[src/rtl/high_pass_exp_pkg.sv]
// Shared definitions for the exponential filter family: FSM state encoding
// and accumulator width helper.
package high_pass_exp_pkg;

  // Four-step sample sequence: accept, difference, multiply, accumulate.
  typedef enum logic [1:0] {
    ST_IDLE = 2'd0,
    ST_DIFF = 2'd1,
    ST_MULT = 2'd2,
    ST_ACC  = 2'd3
  } state_t;

  // Accumulator holds the integer part (sample width) plus the alpha fraction.
  function automatic int acc_width(input int width, input int alpha_width);
    return width + alpha_width;
  endfunction

endpackage

[src/rtl/hp_exp_datapath.sv]
// Datapath of the exponential high-pass filter: sample/alpha capture,
// e = x - y_hi, p = e * alpha, y_acc += p, and output saturation.
// Every stage owns one register so the multiply can sit in a DSP with its
// pipeline register.
module hp_exp_datapath
  import high_pass_exp_pkg::*;
#(
  parameter int WIDTH       = 16,
  parameter int ALPHA_WIDTH = 32
) (
  input  logic                    clk_i,
  input  logic                    rst_i,
  input  logic                    load_en_i,
  input  logic                    diff_en_i,
  input  logic                    mult_en_i,
  input  logic                    acc_en_i,
  input  logic signed [WIDTH-1:0] data_i,
  input  logic [ALPHA_WIDTH-1:0]  alpha_i,
  output logic signed [WIDTH-1:0] data_o,
  output logic                    valid_o
);

  localparam int ACC_W = acc_width(WIDTH, ALPHA_WIDTH);
  localparam int E_W   = WIDTH + 1;
  localparam int P_W   = WIDTH + ALPHA_WIDTH + 2;

  logic signed [WIDTH-1:0] x_reg;
  logic [ALPHA_WIDTH-1:0]  a_reg;
  logic signed [E_W-1:0]   e_reg;
  logic signed [P_W-1:0]   p_reg;
  logic signed [ACC_W-1:0] y_acc_reg;
  logic signed [WIDTH-1:0] data_reg;
  logic                    valid_reg;

  logic signed [WIDTH-1:0] y_hi;
  logic signed [E_W-1:0]   e_next;
  logic signed [P_W-1:0]   p_next;
  logic signed [ACC_W-1:0] y_acc_next;
  logic signed [WIDTH-1:0] sat_e;

  // Integer part of the estimate; bit slicing gives floor toward -inf.
  assign y_hi = y_acc_reg[ACC_W-1:ALPHA_WIDTH];

  // The product never exceeds ACC_W bits in magnitude once added (alpha < 1),
  // so its top bits are only carried for exactness.
  wire unused_p_hi = ^p_reg[P_W-1:ACC_W];

  // Stage arithmetic and the saturator for the high-pass output.
  always_comb begin
    e_next     = $signed({x_reg[WIDTH-1], x_reg}) - $signed({y_hi[WIDTH-1], y_hi});
    p_next     = P_W'(e_reg) * P_W'($signed({1'b0, a_reg}));
    y_acc_next = y_acc_reg + $signed(p_reg[ACC_W-1:0]);
    sat_e      = e_reg[WIDTH-1:0];
    if (e_reg[E_W-1] != e_reg[E_W-2]) begin
      sat_e = e_reg[E_W-1] ? $signed({1'b1, {(WIDTH-1){1'b0}}})
                           : $signed({1'b0, {(WIDTH-1){1'b1}}});
    end
  end

  // Stage registers, each advanced only by its FSM step enable.
  always_ff @(posedge clk_i) begin
    if (rst_i) begin
      x_reg     <= '0;
      a_reg     <= '0;
      e_reg     <= '0;
      p_reg     <= '0;
      y_acc_reg <= '0;
      data_reg  <= '0;
      valid_reg <= 1'b0;
    end else begin
      valid_reg <= 1'b0;
      if (load_en_i) begin
        x_reg <= data_i;
        a_reg <= alpha_i;
      end
      if (diff_en_i) e_reg <= e_next;
      if (mult_en_i) p_reg <= p_next;
      if (acc_en_i) begin
        y_acc_reg <= y_acc_next;
        data_reg  <= sat_e;
        valid_reg <= 1'b1;
      end
    end
  end

  assign data_o  = data_reg;
  assign valid_o = valid_reg;

endmodule

[src/rtl/high_pass_exp.sv]
// Exponential (first-order IIR) high-pass filter. Outputs h = x - y_old while
// tracking y += alpha*(x - y). Accepts one strobed sample per 4 clocks; samples
// offered while busy are dropped and counted.
module high_pass_exp
  import high_pass_exp_pkg::*;
#(
  parameter int WIDTH       = 16,
  parameter int alpha_WIDTH = 32,
  parameter int CNT_WIDTH   = 16
) (
  input  logic                    clk_i,
  input  logic                    rst_i,
  input  logic signed [WIDTH-1:0] data_i,
  input  logic                    valid_i,
  input  logic [alpha_WIDTH-1:0]  alpha_i,
  input  logic                    clr_i,
  output logic signed [WIDTH-1:0] data_o,
  output logic                    valid_o,
  output logic                    busy_o,
  output logic                    overrun_o,
  output logic [CNT_WIDTH-1:0]    drop_cnt_o
);

  state_t state_reg, state_next;
  logic   load_en, diff_en, mult_en, acc_en;
  logic   drop;
  logic                 overrun_reg;
  logic [CNT_WIDTH-1:0] drop_cnt_reg;

  // State register.
  always_ff @(posedge clk_i) begin
    if (rst_i) state_reg <= ST_IDLE;
    else       state_reg <= state_next;
  end

  // Next state and per-step datapath enables.
  always_comb begin
    state_next = state_reg;
    load_en    = 1'b0;
    diff_en    = 1'b0;
    mult_en    = 1'b0;
    acc_en     = 1'b0;
    case (state_reg)
      ST_IDLE: if (valid_i) begin
        load_en    = 1'b1;
        state_next = ST_DIFF;
      end
      ST_DIFF: begin
        diff_en    = 1'b1;
        state_next = ST_MULT;
      end
      ST_MULT: begin
        mult_en    = 1'b1;
        state_next = ST_ACC;
      end
      ST_ACC: begin
        acc_en     = 1'b1;
        state_next = ST_IDLE;
      end
      default: state_next = ST_IDLE;
    endcase
  end

  assign busy_o = (state_reg != ST_IDLE);
  assign drop   = valid_i && busy_o;

  // Sticky overrun flag and saturating drop counter; a drop outranks a clear.
  always_ff @(posedge clk_i) begin
    if (rst_i) begin
      overrun_reg  <= 1'b0;
      drop_cnt_reg <= '0;
    end else if (drop) begin
      overrun_reg <= 1'b1;
      if (clr_i)               drop_cnt_reg <= CNT_WIDTH'(1);
      else if (~&drop_cnt_reg) drop_cnt_reg <= drop_cnt_reg + CNT_WIDTH'(1);
    end else if (clr_i) begin
      overrun_reg  <= 1'b0;
      drop_cnt_reg <= '0;
    end
  end

  assign overrun_o  = overrun_reg;
  assign drop_cnt_o = drop_cnt_reg;

  hp_exp_datapath #(
    .WIDTH       (WIDTH),
    .ALPHA_WIDTH (alpha_WIDTH)
  ) u_datapath (
    .clk_i     (clk_i),
    .rst_i     (rst_i),
    .load_en_i (load_en),
    .diff_en_i (diff_en),
    .mult_en_i (mult_en),
    .acc_en_i  (acc_en),
    .data_i    (data_i),
    .alpha_i   (alpha_i),
    .data_o    (data_o),
    .valid_o   (valid_o)
  );

endmodule

[config.mk]
export PLATFORM = sky130hd
export DESIGN_NAME = high_pass_exp
export DESIGN_NICKNAME = d
export VERILOG_FILES = /design/src/rtl/high_pass_exp_pkg.sv /design/src/rtl/hp_exp_datapath.sv /design/src/rtl/high_pass_exp.sv
export SDC_FILE = /design/constraint.sdc
export NUM_CORES = 2
export LEC_CHECK = 0
export CORE_MARGIN = 5
export CORE_UTILIZATION = 30
export CTS_CLUSTER_DIAMETER = 120
export CTS_CLUSTER_SIZE = 20
export DETAILED_ROUTE_END_ITERATION = 8
export PLACE_DENSITY = 0.47
export SLEW_MARGIN = 40
export SYNTH_ARGS = -nofsm -noshare
export SYNTH_HDL_FRONTEND = slang
export SYNTH_SLANG_ARGS = --single-unit
[constraint.sdc]
create_clock -name clk_i -period 7.86 [get_ports clk_i]
set_input_delay 0.786 -clock clk_i [delete_from_list [all_inputs] [get_ports clk_i]]
set_output_delay 0.786 -clock clk_i [all_outputs]
set_load 0.01 [all_outputs]
# --- Word-level counts from Yosys, hierarchy flattened ---
# Cells that the tools add are included.
word_totals:
  inputBits: 52
  word_cells: 42
  regBits: 197
  out_inout_bits: 35
op_classes:
  n_reduce_logical: 6
  mul: 1
  muxes: 16
  addsub: 3
  eq_ne: 6
op_table:
  columns: ["op", "n"]
  rows:
  - ["$mux W16", 6]
  - ["$add A48 B48 Y48", 1]
  - ["$mul A17 B33 Y48", 1]
  - ["$sub A16 B16 Y17", 1]
  - ["$add A16 B1 Y16 const B", 1]
  - ["$reduce_and A16 Y1", 1]
  - ["$mux W1", 8]
  - ["$pmux W2 S4", 1]
  - ["$eq A2 B2 Y1 const B", 2]
  - ["$ne A2 B2 Y1 const B", 2]
  - ["$reduce_bool A2 Y1", 2]
  - ["$eq A2 B1 Y1 const B", 1]
  - ["$logic_not A2 Y1", 1]
  - ["$mux W2", 1]
  - ["$reduce_and A2 Y1", 1]
  - ["$logic_and A1 B1 Y1", 1]
  - ["$ne A1 B1 Y1", 1]

# --- Logic depth before layout (Yosys ltp) ---
depth:
  ltp_word: 4
  depth_mapped: 27
  mapped_depth_nobuf: 25

# --- Cells and area by module ---
# From an unflattened synthesis, not the netlist that was laid out.
unflattened:
  hier_cells: 3244
  area_unflattened_um2: 28280.9
by_module_without_submodules:
  columns: ["mod", "area_per_inst_um2", "instances", "cells_each"]
  rows:
  - ["hp_exp_datapath", 27159.8, 1, 3114]
  - ["high_pass_exp", 1121.1, 1, 130]

# --- Worst setup path before layout ---
# No wires, ideal clock.
synth_path:
  path_type: "flip-flop to flip-flop"
  from: "register u_datapath.e_reg[2]"
  to: "register u_datapath.p_reg[43]"
  path_stages_with_launch: 26
  setup_ns: 0.062
  required_time_ns: 7.798
  n_path_buf: 3
  path_slack_ns: 1.581
  t_arrival_ns: 6.217
  cell_sequence: "dfxtp_1 > clkbuf_1 > clkbuf_1 > nand2_1 > fa_1 > fa_1 > fa_1 > inv_1 > fa_1 > fa_1 > inv_1 > fa_1 > inv_1 > ha_1 > clkbuf_1 > a21oi_1 > o21bai_1 > a2111oi_1 > o31ai_1 > a21o_1 > a21oi_1 > o31ai_2 > a21oi_1 > nor2_1 > nor4_1 > nand3b_1"
synth_between:
  elab_chain_cells: 1
synth_rtl:
  columns: ["element", "line_no", "rtl"]
  rows:
  - ["start: declaration", "hp_exp_datapath.sv:29", "logic signed [E_W-1:0] e_reg;"]
  - ["start signal: assignment", "hp_exp_datapath.sv:76", "if (diff_en_i) e_reg <= e_next;"]
  - ["$mul A17 B33 Y48", "hp_exp_datapath.sv:51", "p_next = P_W'(e_reg) * P_W'($signed({1'b0, a_reg}));"]
  - ["end signal: assignment", "hp_exp_datapath.sv:77", "if (mult_en_i) p_reg <= p_next;"]
  - ["end: declaration", "hp_exp_datapath.sv:30", "logic signed [P_W-1:0] p_reg;"]
# No other way between the ends.
# A chain may end at the register's enable or synchronous reset.

# --- Final worst setup path ---
layout_path:
  from: "register u_datapath.a_reg[9]"
  to: "register u_datapath.p_reg[47]"
layout_between:
  elab_chain_cells: 1
layout_rtl:
  columns: ["element", "line_no", "rtl"]
  rows:
  - ["start: declaration", "hp_exp_datapath.sv:28", "logic [ALPHA_WIDTH-1:0] a_reg;"]
  - ["start signal: assignment", "hp_exp_datapath.sv:74", "a_reg <= alpha_i;"]
  - ["$mul A17 B33 Y48", "hp_exp_datapath.sv:51", null]
# No other way between the ends.

==> reports/summary.json <==
{
  "power.total": {"value": 7240, "unit": "uW"},
  "number_of_hold_slack_violations_in_the_final_timing_report": {"value": 0},
  "post_synth_and_or_nand_nor_area_fraction": {"value": 18.4, "unit": "%"},
  "synth_top_cells_by_count": {"value": "sky130_fd_sc_hd__inv_1, sky130_fd_sc_hd__nand2_1, sky130_fd_sc_hd__fa_1"},
  "met3WireLength": {"value": 2830, "unit": "um"},
  "overall_via_count_from_detail_route": {"value": 21500},
  "maxClockFrequency": {"value": 140, "unit": "MHz"},
  "critPathCaptureType": {"value": "flop"},
  "routed_length_on_met2": {"value": 40000, "unit": "um"},
  "start_util": {"value": 30.1, "unit": "%"},
  "netlist_instances": {"value": 3295},
  "area_growth_syn_to_layout": {"value": 10.4, "unit": "%"},
  "num_rows": {"value": 112},
  "num-nets-final": {"value": 4003},
  "cts-buffers-inserted": {"value": 17},
  "dp.final_hpwl": {"value": 63000, "unit": "um"},
  "cp_data_arrival_time": {"value": 7500, "unit": "ps"},
  "pin_count": {"value": 87},
  "timing.critical_path.slowest_cell_delay": {"value": 920, "unit": "ps"},
  "cap_violations": {"value": 0},
  "run_status": {"value": "finished clean"},
  "setup_repair_after_global_routing_missed_its_margin": {"value": "no"},
  "async_flop_share": {"value": 0, "unit": "%"},
  "finalWirelength": {"value": 82000, "unit": "um"},
  "floorplan.die.height": {"value": 315, "unit": "um"},
  "cts_repair_resize_count": {"value": 0},
  "post_drt_via_cell_ratio": {"value": 4.73},
  "cts.hold.buffers_added": {"value": 0},
  "cts_root_buffer": {"value": "sky130_fd_sc_hd__clkbuf_16"},
  "grt_use_total": {"value": 16.9, "unit": "%"},
  "total_of_flip_flops_plus_latches_after_synthesis": {"value": 197},
  "crit_slowest_cell": {"value": "sky130_fd_sc_hd__dfxtp_1"},
  "fin_skew": {"value": 17.8, "unit": "ps"},
  "maxUsedRoutingLayer": {"value": "met4"},
  "power.static_leakage": {"value": 0.0144, "unit": "uW"},
  "post_syn_area": {"value": 27900, "unit": "um2"},
  "grt_pass1_wl": {"value": 131000, "unit": "um"},
  "m1WireLength": {"value": 37800, "unit": "um"},
  "synthMuxAreaShare": {"value": 2.47, "unit": "%"},
  "cts_tree": {"value": "done"},
  "report.final.setup_viol": {"value": 0},
  "ys_warn_count": {"value": 0},
  "first_global_vias": {"value": 22500},
  "postSynth.topFlopCell": {"value": "sky130_fd_sc_hd__dfxtp_1"},
  "seqCellArea": {"value": 3960, "unit": "um2"},
  "final_core_util": {"value": 33.2, "unit": "%"},
  "yosys.area_share.adder": {"value": 42.0, "unit": "%"},
  "design_area": {"value": 30800, "unit": "um2"},
  "avgSynthCellArea": {"value": 8.48, "unit": "um2"},
  "vdd_ir_drop_max": {"value": 0.000293, "unit": "V"},
  "critPathLaunch": {"value": "u_datapath.a_reg[9]"},
  "route.detailed.drc": {"value": 0},
  "synth_top_cells_by_area": {"value": "sky130_fd_sc_hd__fa_1, sky130_fd_sc_hd__dfxtp_1, sky130_fd_sc_hd__ha_1"},
  "min-delay-start": {"value": "u_datapath.x_reg[0]"},
  "finalWorstSetupSlack": {"value": 737, "unit": "ps"},
  "antenna_violations_before_repair": {"value": 1},
  "timing.final.crit_share": {"value": 90.6, "unit": "%"},
  "power.density": {"value": 235, "unit": "nW/um2"},
  "pre_cts_ws": {"value": 840, "unit": "ps"},
  "worstPathBufferInverterCount": {"value": 5},
  "footprint_of_the_multi_input_gates": {"value": 21400, "unit": "um2"},
  "antenna_violating_nets_post_route": {"value": 0},
  "crit_path_start_kind": {"value": "flop"},
  "seq_area_frac_synth": {"value": 14.1, "unit": "%"},
  "antennaDiodeCount": {"value": 0},
  "clock_latency_on_the_worst_skew_pair": {"value": 510, "unit": "ps"},
  "dieWidth": {"value": 315, "unit": "um"},
  "yosysTopAreaCell": {"value": "sky130_fd_sc_hd__fa_1"},
  "drive_gt1_share": {"value": 3.85, "unit": "%"},
  "worstPathCellList": {"value": "buf_4, and2_1, fa_1, inv_1, fa_1, fa_1, inv_1, fa_1, fa_1, inv_1, fa_1, inv_1, ha_1, nand2_1, nor2_1, and2_1, and3_1, a31o_2, nor2_1, o31ai_2, a21oi_1, o31ai_1, xnor2_1, o21ai_0"},
  "globalplace.congestion": {"value": 0.814},
  "timing.setup.critical_path_class": {"value": "reg -> reg"},
  "synth_top_cell_area_share": {"value": 32.3, "unit": "%"},
  "yosysMostFrequentCell": {"value": "sky130_fd_sc_hd__inv_1"},
  "grt_remaining_overflow": {"value": 0},
  "synth_compound_gate_area_share": {"value": 10.2, "unit": "%"},
  "worst_path_most_repeated_cell": {"value": "sky130_fd_sc_hd__fa_1"},
  "worst_slew_margin_rel": {"value": 39.4, "unit": "%"},
  "worstHoldPathType": {"value": "reg -> reg"},
  "number_of_synthesized_flops_with_an_enable_pin": {"value": 0},
  "post_dp_cell_area": {"value": 30200, "unit": "um2"},
  "cts_setup_buffers": {"value": 0},
  "count_of_pins_over_their_slew_limit": {"value": 0},
  "cp_data_required_time": {"value": 8240, "unit": "ps"},
  "critical_path.max_fanout": {"value": 15},
  "post_synth_num_cell_types": {"value": 72},
  "clk_transition_reported_paths": {"value": 80, "unit": "ps"},
  "setup_tns": {"value": 0, "unit": "ps"},
  "worst_path_dominant_cell_family": {"value": "adder cells"},
  "die_area": {"value": 99300, "unit": "um2"},
  "post_drt_wl_per_cell": {"value": 18.0, "unit": "um"},
  "cts-htree-levels": {"value": 4},
  "n_fill_cell": {"value": 9945},
  "postSynthNetCount": {"value": 4015},
  "timing.rr.start": {"value": "u_datapath.a_reg[9]"},
  "io_buffers": {"value": 86},
  "largest_net_degree_at_the_start_of_global_routing": {"value": 86},
  "post-route-min-period": {"value": 7120, "unit": "ps"},
  "total_iterations_of_the_first_detailed_routing_run": {"value": 5},
  "fraction_of_synthesized_cell_area_in_xor_and_xnor_cells": {"value": 3.35, "unit": "%"},
  "tightestPinTransition": {"value": 907, "unit": "ps"},
  "clock_net_sink_count": {"value": 197},
  "drt_iter0_drc": {"value": 1149},
  "core_area": {"value": 92900, "unit": "um2"},
  "synth_top_family_by_area": {"value": "adder cells"},
  "max-clock-path-buffers": {"value": 2}
}
[cells in the final DEF (no fill, tap or decap), types with 27 or more instances in the layout]
| cell | synthesis | final |
|---|---|---|
| sky130_fd_sc_hd__inv_1 | 531 | 529 |
| sky130_fd_sc_hd__nand2_1 | 464 | 463 |
| sky130_fd_sc_hd__fa_1 | 451 | 451 |
| sky130_fd_sc_hd__and2_1 | 242 | 241 |
| sky130_fd_sc_hd__nor2_1 | 233 | 232 |
| sky130_fd_sc_hd__ha_1 | 217 | 214 |
| sky130_fd_sc_hd__dfxtp_1 | 197 | 189 |
| sky130_fd_sc_hd__a21oi_1 | 180 | 180 |
| sky130_fd_sc_hd__clkdlybuf4s50_1 | 0 | 85 |
| sky130_fd_sc_hd__mux2i_1 | 69 | 69 |
| sky130_fd_sc_hd__xnor2_1 | 63 | 63 |
| sky130_fd_sc_hd__o21ai_0 | 62 | 62 |
| sky130_fd_sc_hd__a21o_1 | 56 | 56 |
| sky130_fd_sc_hd__buf_4 | 2 | 49 |
| sky130_fd_sc_hd__xor2_1 | 44 | 44 |
| sky130_fd_sc_hd__a211oi_1 | 36 | 36 |
| sky130_fd_sc_hd__nor3_1 | 30 | 30 |
| sky130_fd_sc_hd__nand2b_1 | 27 | 27 |
| sky130_fd_sc_hd__nand3_1 | 27 | 27 |
[layer usage]
| layer | GRT usage [%] | vias up |
|---|---|---|
| met5 | 0 | - |
| met4 | 3.87 | 0 |
| met3 | 1.94 | 76 |
| met2 | 29.0 | 356 |
| met1 | 22.9 | 10800 |
| li1 | - | 10300 |
[report_power, final]
part | internal [uW] | switching (uW) | leakage (uW) | total (uW)
Sequential | 1160 | 368 | 0.00160 | 1530
Clock | 445 | 513 | 0.000295 | 958
Combinational | 1780 | 2970 | 0.0125 | 4760
[worst reg2reg max path, cell delays in order, from the launching register on]
cell,delay [ps]
sky130_fd_sc_hd__dfxtp_1,920
sky130_fd_sc_hd__buf_4,260
sky130_fd_sc_hd__and2_1,180
sky130_fd_sc_hd__fa_1,440
sky130_fd_sc_hd__inv_1,80
sky130_fd_sc_hd__fa_1,430
sky130_fd_sc_hd__fa_1,520
sky130_fd_sc_hd__inv_1,70
sky130_fd_sc_hd__fa_1,490
sky130_fd_sc_hd__fa_1,490
sky130_fd_sc_hd__inv_1,50
sky130_fd_sc_hd__fa_1,540
sky130_fd_sc_hd__inv_1,70
sky130_fd_sc_hd__ha_1,380
sky130_fd_sc_hd__nand2_1,70
sky130_fd_sc_hd__nor2_1,110
sky130_fd_sc_hd__and2_1,190
sky130_fd_sc_hd__and3_1,160
sky130_fd_sc_hd__a31o_2,230
sky130_fd_sc_hd__nor2_1,120
sky130_fd_sc_hd__o31ai_2,400
sky130_fd_sc_hd__a21oi_1,240
sky130_fd_sc_hd__o31ai_1,330
sky130_fd_sc_hd__xnor2_1,160
sky130_fd_sc_hd__o21ai_0,90
[metrics by stage]
step,std cells,hold WS (ps)
final,4550,456
after global routing,4550,500
after CTS,4550,459
after detailed placement,4518,448
after global placement,4518,444
after floorplan,3295,429
[final timing paths]
kind	end	slack, ps	cells past startpoint
worst max-delay path	u_datapath.p_reg[47]	740	24
worst min-delay path	u_datapath.x_reg[0]	460	2
worst max register to register	u_datapath.p_reg[47]	740	24
worst min register to register	u_datapath.x_reg[0]	460	2
[cell families after synthesis]
family                   count (synthesis)
AO/OA/AOI/OAI                          447
AND/OR/NAND/NOR                       1103
adder cells (fa/ha/maj)                668
flip-flops                             197
buffers and inverters                  704
multiplexers                            69
XOR/XNOR                               107
[layout make-up]
class | instances | share of cell area [%]
Inverter | 531 | 6.46
Clock inverter | 14 | 0.499
Clock buffer | 18 | 1.46
Sequential cell | 197 | 12.8
Timing Repair Buffer | 142 | 4.41
Tap cell | 1254 | 5.09
Multi-Input combinational cell | 2394 | 69.3
No activity file was read; power rests on OpenSTA's default activity.
